===== config.mk =====
export PLATFORM = sky130hd
export DESIGN_NAME = raster_timing_decoder
export DESIGN_NICKNAME = d
export VERILOG_FILES = /design/src/rtl/raster_pkg.sv /design/src/rtl/sync_edge_detect.sv /design/src/rtl/raster_timing_decoder.sv
export SDC_FILE = /design/constraint.sdc
export NUM_CORES = 1
export LEC_CHECK = 0
export BUFFER_PORTS_ARGS = -buffer_cell sky130_fd_sc_hd__buf_2
export CAP_MARGIN = 10
export CELL_PAD_IN_SITES_DETAIL_PLACEMENT = 1
export CELL_PAD_IN_SITES_GLOBAL_PLACEMENT = 1
export CORE_AREA = 2 2 86 88
export DETAILED_ROUTE_END_ITERATION = 10
export DIE_AREA = 0 0 88 90
export GPL_ROUTABILITY_DRIVEN = 0
export PLACE_DENSITY = 0.89
export SLEW_MARGIN = 15
export SYNTH_ARGS = -nofsm -noshare
export SYNTH_HDL_FRONTEND = slang
export SYNTH_SLANG_ARGS = --single-unit

===== constraint.sdc =====
create_clock -name clk -period 6.3 [get_ports clk]
set_clock_uncertainty 0.2 [all_clocks]
set_input_delay 0.315 -clock clk [delete_from_list [all_inputs] [get_ports clk]]
set_output_delay 0.315 -clock clk [all_outputs]
set_load 0.02 [all_outputs]

===== src/rtl/raster_pkg.sv =====
// Shared raster geometry and lock-FSM encoding for the raster generator/decoder pair.
package raster_pkg;

   localparam int unsigned DEF_WIDTH       = 10;
   localparam int unsigned DEF_H_ACTIVE    = 640;
   localparam int unsigned DEF_V_ACTIVE    = 480;
   localparam int unsigned DEF_LOCK_FRAMES = 2;

   typedef enum logic [1:0] {
      SEARCH,
      ACQUIRE,
      LOCKED
   } lock_state_t;

   // Increment that sticks at max_v instead of wrapping.
   function automatic int unsigned sat_inc(input int unsigned v, input int unsigned max_v);
      return (v >= max_v) ? max_v : v + 32'd1;
   endfunction

endpackage


===== src/rtl/sync_edge_detect.sv =====
// Enable-qualified sample register for one sync input with rise/fall pulses
// taken against the previously accepted sample.
module sync_edge_detect (
   input  logic clk,
   input  logic rst,
   input  logic cen,
   input  logic din,
   output logic rise,
   output logic fall
);

   logic din_q;

   always_ff @(posedge clk) begin
      if (!rst) begin
         din_q <= 1'b0;
      end else if (cen) begin
         din_q <= din;
      end
   end

   assign rise = cen & din & ~din_q;
   assign fall = cen & ~din & din_q;

endmodule


===== src/rtl/raster_timing_decoder.sv =====
// Recovers pixel coordinates from a de/hsync/vsync stream, measures line width and
// frame height, and locks onto the configured geometry. Optional hsync check: RTD_HSYNC_CHECK_EN.
module raster_timing_decoder
   import raster_pkg::*;
#(
   parameter int unsigned WIDTH       = DEF_WIDTH,
   parameter int unsigned H_ACTIVE    = DEF_H_ACTIVE,
   parameter int unsigned V_ACTIVE    = DEF_V_ACTIVE,
   parameter int unsigned LOCK_FRAMES = DEF_LOCK_FRAMES
) (
   input  logic             clk,
   input  logic             rst,
   input  logic             cen,
   input  logic             de,
   input  logic             hsync,
   input  logic             vsync,
   output logic [WIDTH-1:0] x,
   output logic [WIDTH-1:0] y,
   output logic             pix_valid,
   output logic             line_start,
   output logic             frame_start,
   output logic [WIDTH-1:0] meas_w,
   output logic [WIDTH-1:0] meas_h,
   output logic             locked,
   output logic             fmt_err
);

   localparam int unsigned MAX_VAL = (32'd1 << WIDTH) - 32'd1;
   localparam int unsigned CNT_W   = (LOCK_FRAMES < 2) ? 1 : $clog2(LOCK_FRAMES + 1);

   logic de_rise, de_fall;
   logic hs_rise, hs_fall;
   logic vs_rise, vs_fall;

   sync_edge_detect u_de_edge (
      .clk  (clk),
      .rst  (rst),
      .cen  (cen),
      .din  (de),
      .rise (de_rise),
      .fall (de_fall)
   );

   sync_edge_detect u_hs_edge (
      .clk  (clk),
      .rst  (rst),
      .cen  (cen),
      .din  (hsync),
      .rise (hs_rise),
      .fall (hs_fall)
   );

   sync_edge_detect u_vs_edge (
      .clk  (clk),
      .rst  (rst),
      .cen  (cen),
      .din  (vsync),
      .rise (vs_rise),
      .fall (vs_fall)
   );

   logic             first_q;
   logic             frame_bad_q;
   logic [WIDTH-1:0] line_cnt;
   logic             first_line;
   logic             hs_bad_line;
   logic             line_bad_now;
   logic             height_bad_now;
   logic             frame_bad_now;

   // A vsync edge in the same sample as a de edge makes that line row 0.
   assign first_line = first_q | vs_rise;

   assign line_bad_now   = de_fall & (((32'(x) + 32'd1) != H_ACTIVE) | hs_bad_line);
   assign height_bad_now = vs_rise & (32'(line_cnt) != V_ACTIVE);
   assign frame_bad_now  = height_bad_now | (vs_rise & (frame_bad_q | line_bad_now));

`ifdef RTD_HSYNC_CHECK_EN
   logic [1:0] hs_cnt;
   logic [1:0] hs_total;
   logic       hs_bad_q;
   logic       unused_edges;

   // hs_cnt saturates at 2, which stands for "more than one edge".
   always_comb begin
      hs_total = hs_cnt;
      if (hs_rise && (hs_cnt != 2'd2)) begin
         hs_total = hs_cnt + 2'd1;
      end
   end

   always_ff @(posedge clk) begin
      if (!rst) begin
         hs_cnt   <= '0;
         hs_bad_q <= 1'b0;
      end else begin
         if (de_fall) begin
            hs_cnt <= {1'b0, hs_rise};
         end else begin
            hs_cnt <= hs_total;
         end
         if (de_rise) begin
            hs_bad_q <= ~first_line & (hs_total != 2'd1);
         end
      end
   end

   assign hs_bad_line  = hs_bad_q;
   assign unused_edges = hs_fall ^ vs_fall;
`else
   logic unused_edges;

   assign hs_bad_line  = 1'b0;
   assign unused_edges = hs_rise ^ hs_fall ^ vs_fall;
`endif

   always_ff @(posedge clk) begin
      if (!rst) begin
         x           <= '0;
         y           <= '0;
         pix_valid   <= 1'b0;
         line_start  <= 1'b0;
         frame_start <= 1'b0;
         meas_w      <= '0;
         meas_h      <= '0;
         line_cnt    <= '0;
         first_q     <= 1'b0;
         frame_bad_q <= 1'b0;
      end else begin
         // Edge pulses are already cen-qualified, so these drop to 0 on idle cycles.
         line_start  <= de_rise;
         frame_start <= de_rise & first_line;
         if (cen) begin
            pix_valid <= de;
            if (de_rise) begin
               x <= '0;
            end else if (de) begin
               x <= WIDTH'(sat_inc(32'(x), MAX_VAL));
            end
            if (de_rise) begin
               if (first_line) begin
                  y <= '0;
               end else begin
                  y <= WIDTH'(sat_inc(32'(y), MAX_VAL));
               end
            end
            if (de_rise) begin
               first_q <= 1'b0;
            end else if (vs_rise) begin
               first_q <= 1'b1;
            end
            if (de_fall) begin
               meas_w <= WIDTH'(sat_inc(32'(x), MAX_VAL));
            end
            if (vs_rise) begin
               meas_h      <= line_cnt;
               line_cnt    <= de_rise ? WIDTH'(1) : '0;
               frame_bad_q <= 1'b0;
            end else begin
               if (de_rise) begin
                  line_cnt <= WIDTH'(sat_inc(32'(line_cnt), MAX_VAL));
               end
               if (line_bad_now) begin
                  frame_bad_q <= 1'b1;
               end
            end
         end
      end
   end

   lock_state_t      state;
   logic [CNT_W-1:0] good_cnt;

   always_ff @(posedge clk) begin
      if (!rst) begin
         state    <= SEARCH;
         good_cnt <= '0;
         locked   <= 1'b0;
         fmt_err  <= 1'b0;
      end else begin
         fmt_err <= 1'b0;
         case (state)
            SEARCH: begin
               if (vs_rise) begin
                  state    <= ACQUIRE;
                  good_cnt <= '0;
               end
            end
            ACQUIRE: begin
               if (vs_rise) begin
                  if (frame_bad_now) begin
                     good_cnt <= '0;
                  end else if ((32'(good_cnt) + 32'd1) >= LOCK_FRAMES) begin
                     state    <= LOCKED;
                     locked   <= 1'b1;
                     good_cnt <= '0;
                  end else begin
                     good_cnt <= good_cnt + 1'b1;
                  end
               end
            end
            LOCKED: begin
               if (line_bad_now || height_bad_now) begin
                  state    <= ACQUIRE;
                  locked   <= 1'b0;
                  fmt_err  <= 1'b1;
                  good_cnt <= '0;
               end
            end
            default: begin
               state    <= SEARCH;
               locked   <= 1'b0;
               good_cnt <= '0;
            end
         endcase
      end
   end

endmodule

==> qor.csv <==
metric;value;unit
final slew viol count;0;
setup bufs post-CTS;0;
cell count after synthesis;375;
Tcrit/Tclk final;40.2;%
TritonCTS Buffers;9;
final core occ;49.8;%
vias per cell;5.56;
max-cap violation count;0;
largest net degree at the start of global routing;28;
post-CTS resize count;0;
TritonCTS clock tree;done;
DIE AREA;7920;sq um
worst-skew pair later-pin latency;350;ps
Synth Warn #;0;
die height;90;microns
share of the synthesized area in the top cell type;41.9;%
DP Area;3220;sq um
Max clock buf depth;2;
1st-pass router iterations;4;
fin crit period;2530;ps
Main synth FF type;dfxtp_1;
Synth Net Count;386;
slew margin rel.;47.5;%
Setup CP Type;reg2reg;
layout cells sized above 1;17.7;%
drt initial violations;107;
wire per inst;16.3;microns
io pins;51;
hold_buf cts;0;
Power per Cell Area;264;nW/um^2
Cell variety after synth;48;
H-tree depth;3;
first-pass GRT wire length;14.1;mm
Worst Hold Class;in2reg;
vias in the first global route;2933;
Pleak;1.41;nW
#FFs+latches synth;62;
Via Count;2875;
CP Max Fanout;9;
DRC viols;0;
# diodes;0;
Worst-path clk slew;80;ps
fin nets;424;
leading area contributor after synthesis;dfxtp_1;
GR Util All Layers;22.2;%
EDFF count, synth;0;
Slew @ Worst Pin;782;ps
Mapped Area;2960;sq um
RSZ-0062 raised after global routing;false;
Non-Filler Instances;517;
Area Growth Syn to Fin;17.9;%
Arr. time, crit path;2560;ps
FFs w/ async S/R, synth;0;%
crit end category;flip-flop;
status;finished, final reports clean;
final hold viol count;0;
maximum clock rate;395;MHz
grt total ovfl;0;
total power;923;uW
Sink Count;62;
Area contributors post-synth;dfxtp_1 42%, a21oi_1 7.4%, nand2_1 6.5%;
Root Buffer;clkbuf_8;
VDD IR max;118;uV
area of the core;7020;sq um
die width;88;microns
synthesized area per cell;7.90;sq um
Antenna Nets Post-Route;0;
final instance area;3490;sq um
placed cells;501;
Seq/Total Area, Yosys;41.9;%
Required @ worst endpoint;6330;ps
final setup TNS;0;ps
Cell Rows;31;
PortBufs;49;
antenna violations before repair;0;
Finish-stage setup viols;0;
final WL;8.41;mm
HPWL Detailed;5.64;mm
crit path launch type;flip-flop;
starting density of the core;42.2;%
[sequential cells by signal (all words and copies together), names as in the netlist]
| name | cells |
|---|---|
| line_cnt | 10 |
| meas_h | 10 |
| meas_w | 10 |
| x | 10 |
| y | 10 |
| good_cnt | 2 |
| state | 2 |
| first_q | 1 |
| fmt_err | 1 |
| frame_bad_q | 1 |
| frame_start | 1 |
| line_start | 1 |
| locked | 1 |
| pix_valid | 1 |
| u_vs_edge.din_q | 1 |
[critical path, stage by stage, from the launching register on]
cell,delay (ps)
dfxtp_1,510
ha_1,360
and3_1,320
o211ai_1,100
nor2b_1,180
a31oi_4,230
a21o_1,210
mux2_4,310
[cell usage after synthesis (2+ instances only)]
cell,count
a31oi_1,7
a211oi_1,3
o21ai_0,28
and2_1,3
and2_4,2
o211ai_1,3
nand4_1,5
and3b_1,2
nor2b_1,4
dfxtp_1,62
a211o_1,2
or2_1,3
ha_1,5
nor3_1,7
xor2_1,2
nor2_1,34
a311oi_1,5
buf_6,2
nor3b_1,2
nand2_1,51
clkbuf_1,13
inv_1,15
a2bb2oi_1,3
a21oi_1,44
mux2i_1,5
and3_1,12
buf_2,5
xnor2_1,2
nand3_1,22
nand2b_1,3
nand3b_1,2
[final cells by class]
| class | count | area (sq um) |
|---|---|---|
| tap | 99 | 124 |
| sequential | 62 | 1240 |
| multi-input combinational | 275 | 1550 |
| clock buffer | 9 | 124 |
| clock inverter | 7 | 145 |
| timing repair buffer | 49 | 245 |
| inverter | 16 | 60.1 |
| fill | 878 | 3530 |
[path summary, 6_finish.rpt]
kind	cells past startpoint	from	end	slack, ps
worst max register to register	7	x[0]	good_cnt[1]	3770
worst max-delay path	7	x[0]	good_cnt[1]	3770
worst min-delay path	3	vsync	u_vs_edge.din_q	40
worst min register to register	2	meas_h[0]	meas_h[0]	260
[power by group]
group	switching, mW	internal [mW]
Combinational	0.0332	0.0131
Sequential	0.00541	0.397
Clock	0.170	0.305
[cells in the final DEF (no fill, tap or decap), types with 2 or more instances in the layout]
cell type,netlist,routed
inv_1,15,15
nand2b_1,3,3
xnor2_1,2,2
clkbuf_8,0,9
dfxtp_1,62,62
xor2_1,2,2
nor3_1,7,7
o21ai_0,28,28
a31oi_1,7,7
mux2i_1,5,5
o211ai_1,3,3
ha_1,5,5
bufinv_16,0,4
nand3_1,22,22
a211o_1,2,2
buf_2,5,49
and3b_1,2,2
a211oi_1,3,3
nor2_1,34,34
or2_1,3,3
nor3b_1,2,2
and2_1,3,3
and2_4,2,2
nand3b_1,2,2
a2bb2oi_1,3,3
and3_1,12,12
nor2b_1,4,4
a311oi_1,5,5
a21oi_1,44,44
nand2_1,51,51
nand4_1,5,5
[kinds of logic after synthesis]
family                   count (synthesis)  synth area share, %
adder cells (fa/ha/maj)                  5                 2.11
buffers and inverters                   38                 5.70
AO/OA/AOI/OAI                          102                 20.9
flip-flops                              62                 41.9
multiplexers                             6                 2.19
XOR/XNOR                                 4                 1.18
AND/OR/NAND/NOR                        158                 26.0
[routing by layer]
metal  part of all wire, %  wire (microns)  track usage, %
met1                    45            3810            28.3
met2                    49            4100            36.9
met3                   3.9             329            3.86
met4                   1.9             163            8.72
met5                     0               0               0
[per-stage QoR]
step | worst slack, ps | hold slack (ps)
5_1_grt | 3620 | 112
4_1_cts | 3770 | 37.7
2_1_floorplan | 4000 | 235
3_3_place_gp | 3740 | 244
3_5_place_dp | 3560 | 245
6_report | 3770 | 42.9
Power figures use the tool's default switching activity.
